<file path="src/rtl/ysyx_220053_idu_pkg.sv">
// Shared decode definitions for the IDU stage: opcodes, immediate formats,
// the registered decode bundle and the func3/func7 legality rules (RV64IM + Zicsr).
package ysyx_220053_idu_pkg;

    localparam logic [6:0] OPC_LUI       = 7'b0110111;
    localparam logic [6:0] OPC_AUIPC     = 7'b0010111;
    localparam logic [6:0] OPC_JAL       = 7'b1101111;
    localparam logic [6:0] OPC_JALR      = 7'b1100111;
    localparam logic [6:0] OPC_BRANCH    = 7'b1100011;
    localparam logic [6:0] OPC_LOAD      = 7'b0000011;
    localparam logic [6:0] OPC_STORE     = 7'b0100011;
    localparam logic [6:0] OPC_OP_IMM    = 7'b0010011;
    localparam logic [6:0] OPC_OP        = 7'b0110011;
    localparam logic [6:0] OPC_OP_IMM_32 = 7'b0011011;
    localparam logic [6:0] OPC_OP_32     = 7'b0111011;
    localparam logic [6:0] OPC_MISC_MEM  = 7'b0001111;
    localparam logic [6:0] OPC_SYSTEM    = 7'b1110011;

    localparam logic [31:0] INSTR_ECALL  = 32'h0000_0073;
    localparam logic [31:0] INSTR_EBREAK = 32'h0010_0073;
    localparam logic [31:0] INSTR_MRET   = 32'h3020_0073;

    localparam logic [6:0] F7_BASE = 7'b0000000;
    localparam logic [6:0] F7_ALT  = 7'b0100000;
    localparam logic [6:0] F7_MUL  = 7'b0000001;

    typedef enum logic [2:0] {
        IMM_NONE,
        IMM_I,
        IMM_S,
        IMM_B,
        IMM_U,
        IMM_J
    } imm_fmt_e;

    typedef enum logic {
        ST_RUN,
        ST_HALT
    } idu_state_e;

    typedef struct packed {
        logic wen;
        logic load;
        logic store;
        logic branch;
        logic jal;
        logic jalr;
        logic csr;
        logic ecall;
        logic mret;
        logic ebreak;
        logic illegal;
    } idu_flags_t;

    typedef struct packed {
        logic [4:0] rd;
        logic [4:0] rs1;
        logic [4:0] rs2;
        logic [2:0] func3;
        logic [6:0] func7;
        idu_flags_t flags;
    } idu_bundle_t;

    // With a 6-bit shamt (RV64) func7[0] is part of the shift amount.
    function automatic logic op_imm_legal(input logic [2:0] f3, input logic [6:0] f7,
                                          input logic rv64);
        logic [6:0] hi;
        hi = rv64 ? {f7[6:1], 1'b0} : f7;
        case (f3)
            3'b001:  return hi == F7_BASE;
            3'b101:  return (hi == F7_BASE) || (hi == F7_ALT);
            default: return 1'b1;
        endcase
    endfunction

    function automatic logic op_legal(input logic [2:0] f3, input logic [6:0] f7);
        return (f7 == F7_BASE) || (f7 == F7_MUL) ||
               ((f7 == F7_ALT) && ((f3 == 3'b000) || (f3 == 3'b101)));
    endfunction

    function automatic logic op_imm_w_legal(input logic [2:0] f3, input logic [6:0] f7);
        return (f3 == 3'b000) ||
               ((f3 == 3'b001) && (f7 == F7_BASE)) ||
               ((f3 == 3'b101) && ((f7 == F7_BASE) || (f7 == F7_ALT)));
    endfunction

    function automatic logic op_w_legal(input logic [2:0] f3, input logic [6:0] f7);
        return ((f7 == F7_BASE) && ((f3 == 3'b000) || (f3 == 3'b001) || (f3 == 3'b101))) ||
               ((f7 == F7_ALT) && ((f3 == 3'b000) || (f3 == 3'b101))) ||
               ((f7 == F7_MUL) && (f3 != 3'b001) && (f3 != 3'b010) && (f3 != 3'b011));
    endfunction

endpackage

</file>
<file path="src/rtl/ysyx_220053_imm_gen.sv">
// Combinational immediate generator: selects the instruction's immediate
// field by format and sign-extends it to XLEN.
module ysyx_220053_imm_gen
    import ysyx_220053_idu_pkg::*;
#(
    parameter int XLEN = 64
) (
    input  logic [31:0]     instr,
    input  imm_fmt_e        fmt,
    output logic [XLEN-1:0] imm
);

    logic unused_opcode;
    assign unused_opcode = ^instr[6:0];

    always_comb begin
        imm = '0;
        case (fmt)
            IMM_I:   imm = XLEN'($signed(instr[31:20]));
            IMM_S:   imm = XLEN'($signed({instr[31:25], instr[11:7]}));
            IMM_B:   imm = XLEN'($signed({instr[31], instr[7], instr[30:25], instr[11:8], 1'b0}));
            IMM_U:   imm = XLEN'($signed({instr[31:12], 12'h000}));
            IMM_J:   imm = XLEN'($signed({instr[31], instr[19:12], instr[20], instr[30:21], 1'b0}));
            default: imm = '0;
        endcase
    end

endmodule

</file>
<file path="src/rtl/ysyx_220053_idu_stage.sv">
// Decode stage: small instruction FIFO with a same-cycle bypass, a registered
// decode bundle, and a RUN/HALT machine. Illegal detection: YSYX_220053_IDU_ILLEGAL_EN.
module ysyx_220053_idu_stage
    import ysyx_220053_idu_pkg::*;
#(
    parameter int XLEN   = 64,
    parameter int QDEPTH = 4
) (
    input  logic            clk,
    input  logic            rst,
    input  logic            in_valid,
    output logic            in_ready,
    input  logic [XLEN-1:0] in_pc,
    input  logic [31:0]     in_instr,
    output logic            out_valid,
    input  logic            out_ready,
    output logic [XLEN-1:0] out_pc,
    output logic [4:0]      out_rd,
    output logic [4:0]      out_rs1,
    output logic [4:0]      out_rs2,
    output logic [2:0]      out_func3,
    output logic [6:0]      out_func7,
    output logic [XLEN-1:0] out_imm,
    output logic            out_wen,
    output logic            out_load,
    output logic            out_store,
    output logic            out_branch,
    output logic            out_jal,
    output logic            out_jalr,
    output logic            out_csr,
    output logic            out_ecall,
    output logic            out_mret,
    output logic            out_ebreak,
    output logic            out_illegal,
    input  logic            flush,
    output logic            halted
);

    localparam int  PW   = $clog2(QDEPTH);
    localparam int  CW   = PW + 1;
    localparam logic RV64 = (XLEN == 64);
`ifdef YSYX_220053_IDU_ILLEGAL_EN
    localparam logic W32_AS_BASE = 1'b0;
`else
    localparam logic W32_AS_BASE = 1'b1;
`endif

    logic [XLEN-1:0] q_pc    [QDEPTH];
    logic [31:0]     q_instr [QDEPTH];
    logic [PW-1:0]   rd_ptr, wr_ptr;
    logic [CW-1:0]   qcount;
    idu_state_e      state;

    logic            out_valid_r;
    idu_bundle_t     out_b;
    logic [XLEN-1:0] out_pc_r, out_imm_r;

    // Both sides: a beat moves on a rising edge where valid && ready; the
    // producer holds its data while valid && !ready, and in_ready never
    // depends on out_ready.
    logic in_fire, out_fire, halt_now, can_load, q_empty;
    logic bypass, enq, deq, load;

    assign q_empty  = (qcount == '0);
    assign in_ready = (state == ST_RUN) && (qcount < CW'(QDEPTH));
    assign in_fire  = in_valid && in_ready;
    assign out_fire = out_valid_r && out_ready;
    assign halt_now = out_fire && out_b.flags.ebreak;
    // Retiring an ebreak freezes everything behind it, so nothing reloads that cycle.
    assign can_load = (state == ST_RUN) && (!out_valid_r || out_fire) && !halt_now;
    assign deq      = can_load && !q_empty;
    assign bypass   = can_load && q_empty && in_fire;
    assign enq      = in_fire && !bypass;
    assign load     = deq || bypass;

    logic [31:0]     dec_instr;
    logic [XLEN-1:0] dec_pc, dec_imm;
    imm_fmt_e        dec_fmt;
    idu_bundle_t     dec_b;
    logic            legal;
    logic [2:0]      f3;
    logic [6:0]      f7;

    assign dec_instr = q_empty ? in_instr : q_instr[rd_ptr];
    assign dec_pc    = q_empty ? in_pc    : q_pc[rd_ptr];
    assign f3        = dec_instr[14:12];
    assign f7        = dec_instr[31:25];

    ysyx_220053_imm_gen #(.XLEN(XLEN)) u_imm_gen (
        .instr (dec_instr),
        .fmt   (dec_fmt),
        .imm   (dec_imm)
    );

    always_comb begin
        dec_b       = '0;
        dec_fmt     = IMM_NONE;
        legal       = 1'b0;
        dec_b.rd    = dec_instr[11:7];
        dec_b.rs1   = dec_instr[19:15];
        dec_b.rs2   = dec_instr[24:20];
        dec_b.func3 = f3;
        dec_b.func7 = f7;
        case (dec_instr[6:0])
            OPC_LUI, OPC_AUIPC: begin
                dec_fmt         = IMM_U;
                dec_b.flags.wen = 1'b1;
                legal           = 1'b1;
            end
            OPC_JAL: begin
                dec_fmt         = IMM_J;
                dec_b.flags.wen = 1'b1;
                dec_b.flags.jal = 1'b1;
                legal           = 1'b1;
            end
            OPC_JALR: begin
                dec_fmt          = IMM_I;
                dec_b.flags.wen  = 1'b1;
                dec_b.flags.jalr = 1'b1;
                legal            = (f3 == 3'b000);
            end
            OPC_BRANCH: begin
                dec_fmt            = IMM_B;
                dec_b.flags.branch = 1'b1;
                legal              = (f3 != 3'b010) && (f3 != 3'b011);
            end
            OPC_LOAD: begin
                dec_fmt          = IMM_I;
                dec_b.flags.wen  = 1'b1;
                dec_b.flags.load = 1'b1;
                legal            = (f3 != 3'b111) &&
                                   (RV64 || ((f3 != 3'b011) && (f3 != 3'b110)));
            end
            OPC_STORE: begin
                dec_fmt           = IMM_S;
                dec_b.flags.store = 1'b1;
                legal             = (f3 == 3'b000) || (f3 == 3'b001) || (f3 == 3'b010) ||
                                    (RV64 && (f3 == 3'b011));
            end
            OPC_OP_IMM: begin
                dec_fmt         = IMM_I;
                dec_b.flags.wen = 1'b1;
                legal           = op_imm_legal(f3, f7, RV64);
            end
            OPC_OP: begin
                dec_b.flags.wen = 1'b1;
                legal           = op_legal(f3, f7);
            end
            OPC_OP_IMM_32: begin
                dec_fmt         = IMM_I;
                dec_b.flags.wen = 1'b1;
                legal           = RV64 ? op_imm_w_legal(f3, f7)
                                       : (W32_AS_BASE && op_imm_legal(f3, f7, 1'b0));
            end
            OPC_OP_32: begin
                dec_b.flags.wen = 1'b1;
                legal           = RV64 ? op_w_legal(f3, f7)
                                       : (W32_AS_BASE && op_legal(f3, f7));
            end
            OPC_MISC_MEM: legal = 1'b1;
            OPC_SYSTEM: begin
                dec_fmt = IMM_I;
                if (dec_instr == INSTR_ECALL) begin
                    dec_b.flags.ecall = 1'b1;
                    legal             = 1'b1;
                end else if (dec_instr == INSTR_EBREAK) begin
                    dec_b.flags.ebreak = 1'b1;
                    legal              = 1'b1;
                end else if (dec_instr == INSTR_MRET) begin
                    dec_b.flags.mret = 1'b1;
                    legal            = 1'b1;
                end else if ((f3 != 3'b000) && (f3 != 3'b100)) begin
                    dec_b.flags.csr = 1'b1;
                    dec_b.flags.wen = 1'b1;
                    legal           = 1'b1;
                end
            end
            default: legal = 1'b0;
        endcase
        if (dec_b.rd == 5'd0) dec_b.flags.wen = 1'b0;
`ifdef YSYX_220053_IDU_ILLEGAL_EN
        if (!legal) begin
            dec_b.flags         = '0;
            dec_b.flags.illegal = 1'b1;
        end
`else
        if (!legal) dec_b.flags = '0;
`endif
    end

    // Queue storage carries no reset; validity lives entirely in qcount/pointers.
    always_ff @(posedge clk) begin
        if (enq && !rst && !flush) begin
            q_pc[wr_ptr]    <= in_pc;
            q_instr[wr_ptr] <= in_instr;
        end
    end

    always_ff @(posedge clk) begin
        if (rst || flush) begin
            qcount      <= '0;
            rd_ptr      <= '0;
            wr_ptr      <= '0;
            state       <= ST_RUN;
            out_valid_r <= 1'b0;
            out_b       <= '0;
            out_pc_r    <= '0;
            out_imm_r   <= '0;
        end else begin
            if (enq) wr_ptr <= wr_ptr + PW'(1);
            if (deq) rd_ptr <= rd_ptr + PW'(1);
            qcount <= qcount + CW'(enq) - CW'(deq);
            if (load) begin
                out_valid_r <= 1'b1;
                out_b       <= dec_b;
                out_pc_r    <= dec_pc;
                out_imm_r   <= dec_imm;
            end else if (out_fire) begin
                out_valid_r <= 1'b0;
            end
            case (state)
                ST_RUN:  if (halt_now) state <= ST_HALT;
                default: state <= ST_HALT;
            endcase
        end
    end

    assign halted      = (state == ST_HALT);
    assign out_valid   = out_valid_r;
    assign out_pc      = out_pc_r;
    assign out_imm     = out_imm_r;
    assign out_rd      = out_b.rd;
    assign out_rs1     = out_b.rs1;
    assign out_rs2     = out_b.rs2;
    assign out_func3   = out_b.func3;
    assign out_func7   = out_b.func7;
    assign out_wen     = out_b.flags.wen;
    assign out_load    = out_b.flags.load;
    assign out_store   = out_b.flags.store;
    assign out_branch  = out_b.flags.branch;
    assign out_jal     = out_b.flags.jal;
    assign out_jalr    = out_b.flags.jalr;
    assign out_csr     = out_b.flags.csr;
    assign out_ecall   = out_b.flags.ecall;
    assign out_mret    = out_b.flags.mret;
    assign out_ebreak  = out_b.flags.ebreak;
    assign out_illegal = out_b.flags.illegal;

endmodule
</file>
<file path="config.mk">
export PLATFORM = sky130hd
export DESIGN_NAME = ysyx_220053_idu_stage
export DESIGN_NICKNAME = d
export VERILOG_FILES = /design/src/rtl/ysyx_220053_idu_pkg.sv /design/src/rtl/ysyx_220053_imm_gen.sv /design/src/rtl/ysyx_220053_idu_stage.sv
export SDC_FILE = /design/constraint.sdc
export NUM_CORES = 1
export LEC_CHECK = 0
export CAP_MARGIN = 20
export CORE_ASPECT_RATIO = 0.7
export CORE_MARGIN = 5
export CORE_UTILIZATION = 60
export CTS_CLUSTER_SIZE = 16
export DETAILED_ROUTE_END_ITERATION = 10
export PLACE_DENSITY = 0.85
export SYNTH_ARGS = -nofsm -noshare
export SYNTH_HDL_FRONTEND = slang
export SYNTH_SLANG_ARGS = --single-unit
</file>
<file path="constraint.sdc">
create_clock -name clk -period 15.27 [get_ports clk]
set_input_delay 4.581 -clock clk [delete_from_list [all_inputs] [get_ports clk]]
set_output_delay 4.581 -clock clk [all_outputs]
set_load 0.01 [all_outputs]
</file>
Yosys cells after proc, flatten, opt, wreduce, memory -nomap -nowiden
Memory sizes are Yosys's and may differ from the RTL's. A register that Yosys moved wholly into a read port is not among the register bits.
Index checks and enable logic that the tools add are counted.
Operators by class
  multiplexer cells: 37
  eq/ne operators: 33
  add/subtract/negate cells: 4
  bitwise gates (word level): 1
  order comparisons: 1
  reductions and logical operators: 54
Operators with widths (number)
  $pmux W64 S5: 1
  $mux W64: 1
  $eq A7 B6 Y1 const B: 5
  $eq A32 B21 Y1 const B: 1
  $eq A32 B30 Y1 const B: 1
  $eq A32 B7 Y1 const B: 1
  $mux W32: 1
  $eq A7 B7 Y1 const B: 4
  $mux W1: 23
  $eq A7 B5 Y1 const B: 3
  $logic_and A1 B1 Y1: 21
  $logic_or A1 B1 Y1: 16
  $pmux W3 S5: 1
  $eq A3 B2 Y1 const B: 4
  $mux W11: 1
  $mux W2: 5
  $pmux W1 S10: 1
  $eq A3 B3 Y1 const B: 3
  $reduce_or A9 Y1: 1
  $eq A7 B1 Y1 const B: 1
  $eq A7 B2 Y1 const B: 1
  $eq A7 B4 Y1 const B: 1
  $logic_not A7 Y1: 1
  $eq A3 B1 Y1 const B: 2
  20 further kinds: 30
Word-level totals
  input port bits: 101
  memories kept: 2
  output and inout bits: 167
  bits in writable memories: 384
  flip-flop bits (word level): 173
Memories
  q_pc: depth 4, width 64, rd ports 1, clocked after memory_dff 1, write ports 1, line ysyx_220053_idu_stage.sv:48  | logic [XLEN-1:0] q_pc [QDEPTH];
  q_instr: depth 4, width 32, rd ports 1, clocked after memory_dff 1, write ports 1, line ysyx_220053_idu_stage.sv:49  | logic [31:0] q_instr [QDEPTH];

Longest topological paths before layout
  depth after elaboration: 12
  depth in mapped cells: 14
  gate-level depth less buffers: 12

Cells and area by module
Synthesis repeated with hierarchy kept, for this count alone.
Unflattened totals
  cells, all modules: 1660
  area total of the unflattened synthesis: 22415.2 µm²
By module, submodules not included
  ysyx_220053_idu_stage: seq. area each 15014.4 µm², cells each 1558, times used 1, area an instance 21643.3 µm²
  ysyx_220053_imm_gen: seq. area each 0.0 µm², cells each 102, times used 1, area an instance 772.0 µm²

Worst setup path after synthesis
OpenSTA, ideal clock, no wires.
  path kind: input -> register
  start point: input out_ready
  end point: memory q_instr[0][0] (enable)
  path buffers: 0
  library setup time: 0.466 ns
  setup slack: 7.328 ns
  data arrival time: 7.476 ns
  stages on the path: 4
  data required time: 14.804 ns
  path through: nand2b_1 a21oi_1 a21oi_1 and3_1
On the way
  word-level cells in the longest chain between the ends: 12
  elaborated cells between the ends (all ways): 14
Ends and longest elaborated chain
  start: declaration: line ysyx_220053_idu_stage.sv:16  | input logic out_ready,
  $logic_and A1 B1 Y1 (*): line ysyx_220053_idu_stage.sv:67  | assign out_fire = out_valid_r && out_ready;
  $logic_or A1 B1 Y1 / $logic_and A1 B1 Y1 (equally long branches): line ysyx_220053_idu_stage.sv:70, ysyx_220053_idu_stage.sv:68
  $logic_and A1 B1 Y1 / $logic_not A1 Y1 (equally long branches): line ysyx_220053_idu_stage.sv:70  | assign can_load = (state == ST_RUN) && (!out_valid_r || out_fire) && !halt_now;
  $logic_and A1 B1 Y1 (*): line ysyx_220053_idu_stage.sv:70
  $logic_and A1 B1 Y1 (*) (2 in series): line ysyx_220053_idu_stage.sv:72  | assign bypass = can_load && q_empty && in_fire;
  $logic_not A1 Y1 (*): line ysyx_220053_idu_stage.sv:73  | assign enq = in_fire && !bypass;
  $logic_and A1 B1 Y1 (*): line ysyx_220053_idu_stage.sv:73
  $logic_and A1 B1 Y1 (*) (2 in series): line ysyx_220053_idu_stage.sv:193  | if (enq && !rst && !flush) begin
  $mux W1 (*): line ysyx_220053_idu_stage.sv:193
  $mux W1 (not written as such) (*): line ysyx_220053_idu_stage.sv:195  | q_instr[wr_ptr] <= in_instr;
  end: declaration: line ysyx_220053_idu_stage.sv:49
Every way passes the cells marked *; elsewhere a longest branch is shown, timed or not.

Worst setup path after layout
  start point: input out_ready
  end point: memory q_instr[0][1] (enable)
The elaborated chain is that of the path after synthesis.

==> impl_metrics.csv <==
group,metric,value,unit
sta,holdWs,0.451,ns
logic_synthesis,synthArstFlopShare,0,
setup_path,start_kind,"primary input",
logic_synthesis,synth_top_family_by_area,"multiplexers",
power_and_ir_drop,power_leakage,0.00823,uW
logic_synthesis,netlist_instances,1410,
floorplan,ioPinCount,268,
logic_synthesis,ys.flop_type,"edfxtp_1",
cells_and_area,drive_gt1_frac,0.129,
drt,drtAntennaViolNets,0,
min_path,min_path_type,"reg2reg",
cells_and_area,layout_commonest_cell,"edfxtp_1",
logic_synthesis,synth_compound_area_frac,0.0803,
run_status,status,"completed",
power_and_ir_drop,clkPwrFrac,0.300,
drt,wl,53200,um
power_and_ir_drop,power_density,157,mW/mm^2
power_and_ir_drop,p_int,2780,uW
power_and_ir_drop,switching_share,0.306,
drt,vias_per_cell,6.29,
setup_path,required,15.45,ns
floorplan,core,0.0347,mm^2
placement,postPlaceCellArea,0.0239,mm^2
sta,period_needed,7.23,ns
power_and_ir_drop,p_sw,1230,uW
clock_tree,cts_buffer_depth,3,
sta,final-max-slew-violation-count,0,
placement,gp_congestion,0.973,
min_path,hold_path_depth,2,
logic_synthesis,synth_nets,1518,
setup_path,crit_fanout,70,
floorplan,die-area,0.0391,mm^2
setup_path,rr_worst_depth,9,
clock_tree,cts_root_buf,"clkbuf_16",
drt,routedWlPerCell,24.8,um
sta,final_hold_viol_count,0,
grt,grt_remaining_overflow,0,
power_and_ir_drop,seqPwrFrac,0.426,
logic_synthesis,ys_warn_count,0,
drt,num_vias,13479,
logic_synthesis,ys_types,76,
setup_path,cp_num_buf_inv,2,
setup_path,rr_endpoint,"out_ecall$_SDFFE_PP0P_",
setup_path,cp_slowest_cell,"buf_4",
drt,drt_iter0_markers,1719,
floorplan,die_w,234,um
logic_synthesis,synthSimpleGateAreaFrac,0.0788,
clock_tree,path_clk_slew,0.06,ns
sta,rsz0062_at_grt,"false",
sta,fmax,138,MHz
clock_tree,postCtsSetupBuffers,0,
setup_path,slowest_delay,0.84,ns
setup_path,regToRegSetupSlack,10.84,ns
grt,grt_max_degree,92,
logic_synthesis,synth_xor_area_frac,0.00332,
drt,route.detailed.drc,0,
clock_tree,cts_hold_buf,0,
sta,worst_pin_slew,1.11,ns
power_and_ir_drop,power,4000,uW
logic_synthesis,synthMuxAreaShare,0.120,
logic_synthesis,synth_edf_count,384,
clock_tree,insertion_delay,0.57,ns
floorplan,row_count,57,
clock_tree,cts_tree,"done",
sta,finalSetupViolCount,0,
cells_and_area,fin_area,0.0255,mm^2
setup_path,critPathCaptureType,"register",
placement,port_buffers,266,
power_and_ir_drop,vdd_drop_max,0.103,mV
logic_synthesis,yosys.area_share.adder,0.00450,
min_path,hp-start,"out_csr$_SDFFE_PP0P_",
clock_tree,cts.htree.levels,2,
grt,antenna_found_initial,6,
logic_synthesis,synth_seq_cells,526,
sta,slew_headroom,0.260,
flow_run,drv_cap,0,
grt,grt_usage,0.267,
setup_path,crit_path_cell_trace,"clkdlybuf4s50_1 -> nand2b_1 -> a21oi_1 -> a21oi_1 -> and3_4 -> buf_4",
sta,tns,0,ns
setup_path,path_delay_family,"buffers and inverters",
setup_path,critical_path_class,"in2reg",
clock_tree,numCtsBuffers,49,
cells_and_area,fillCellCount,2107,
logic_synthesis,syn-cell-area,0.0211,mm^2
placement,post-dp-hpwl,33700,um
logic_synthesis,ys_seq_area_frac,0.681,
logic_synthesis,syn_area_per_cell,15.0,um^2
cells_and_area,area_growth,20.9,%
cells_and_area,layout_common_cells,"384 x edfxtp_1, 266 x clkdlybuf4s50_1, 167 x nand2_1, 140 x dfxtp_1, 124 x nor2_1",
clock_tree,clock-sinks,526,
grt,grt_pass1_vias,13284,
power_and_ir_drop,power_frac_comb,0.274,
floorplan,start_util,0.608,
setup_path,cp.arrival,7.41,ns
grt,grt_pass1_wl,80600,um
min_path,min_to,"out_csr$_SDFFE_PP0P_",
cells_and_area,layout.nets,1736,
sta,fin_crit_sh,0.474,
drt,firstDrtPassIters,5,
setup_path,crit_top_cell,"a21oi_1",
sta,skew,0.0182,ns
clock_tree,post_cts_resized,0,
floorplan,die_h,167,um
power groups by stage:
stage	clock [uW]	combinational [uW]	sequential, uW
after CTS	1210	1090	1710
after floorplan	0	659	1750
after global routing	1280	1180	1720
after global placement	0	1060	1730
final	1200	1100	1710
after detailed placement	0	1080	1730
registers in the layout (all words and copies together) (netlist names), 2 cells and up, named ones only:
register   cells
out_imm       32
out_func3      3
q_pc         256
out_rs1        5
qcount         3
out_rs2        5
out_pc        64
q_instr      128
out_func7      7
wr_ptr         2
rd_ptr         2
out_rd         5
worst reg2reg max path, delay by kind of cell (launching register included):
kind | cells | cell delay [ns]
AO/OA/AOI/OAI | 4 | 1.68
multiplexers | 1 | 0.32
buffers and inverters | 1 | 0.91
AND/OR/NAND/NOR | 3 | 0.61
flip-flops | 1 | 0.76
per-stage QoR:
stage | std cells | setup slack, ns | utilization
after floorplan | 1410 | 7.33 | -
after global placement | 2048 | 7.57 | 0.688
after detailed placement | 2049 | 7.47 | 0.689
after CTS | 2141 | 8.06 | 0.735
after global routing | 2142 | 7.75 | 0.735
final | 2142 | 8.04 | 0.735
cell families after synthesis:
logic type / count (synthesis)
DFF: 526
and+or+nand+nor: 382
AOI/OAI and AO/OA: 223
muxes: 136
buffers and inverters: 127
xor gates and xnor gates: 8
adders and majority gates: 7
other: 1
final cells by class:
cell class / count / area (um^2) / share of cell area
antenna: 1 / 2.50 / 0.0000980
clock buffer: 62 / 1330 / 0.0520
clock inverter: 30 / 255 / 0.0100
inverter: 8 / 30.0 / 0.00118
multi-input combinational: 757 / 6100 / 0.239
sequential: 526 / 14400 / 0.563
tap: 472 / 591 / 0.0231
timing repair buffer: 286 / 2830 / 0.111
worst max-delay path by stage:
| stage | to | slack (ns) | start | depth (start not counted) |
|---|---|---|---|---|
| final | q_instr[0][1]$_DFFE_PP_ | 8.04 | out_ready | 6 |
| after global routing | out_imm[13]$_SDFFE_PP0P_ | 7.75 | out_ready | 8 |
| after CTS | out_imm[15]$_SDFFE_PP0P_ | 8.06 | out_ready | 9 |
| after detailed placement | q_pc[2][53]$_DFFE_PP_ | 7.47 | out_ready | 6 |
| after global placement | q_instr[0][13]$_DFFE_PP_ | 7.57 | out_ready | 6 |
| after floorplan | q_instr[0][0]$_DFFE_PP_ | 7.33 | out_ready | 4 |
per-layer routing:
metal | global-route usage | part of all wire | wire [um]
met5 | 0 | 0.00094 | 50
met2 | 0.410 | 0.47 | 25000
met4 | 0.0725 | 0.028 | 1510
met1 | 0.394 | 0.40 | 21500
met3 | 0.0602 | 0.097 | 5150
synth_stat cells, types with 6 or more instances:
master    number  area, um^2
buf_1         17        63.8
inv_1          8        30.0
and3_1         7        43.8
edfxtp_1     384       11500
mux2_2         9         101
mux2i_1       32         320
a21oi_1       23         115
buf_2          9        45.0
and2_1         7        43.8
dfxtp_1      142        2840
o211ai_1      10        75.1
a31oi_1        7        43.8
nand2_1      167         627
mux4_2        85        1910
a22oi_1        9        67.6
o31ai_1        8        60.1
a22o_1        13         114
nor3_1        20         100
ha_1           6        75.1
buf_4         35         263
nor3b_1        6        45.0
a311oi_1      62         543
o21ai_0       26         130
nand3_1       14        70.1
a211oi_1      26         195
nor2_1       125         469
clkbuf_1      52         195
o21ai_1        9        45.0
No activity file was read; power rests on OpenSTA's default activity.
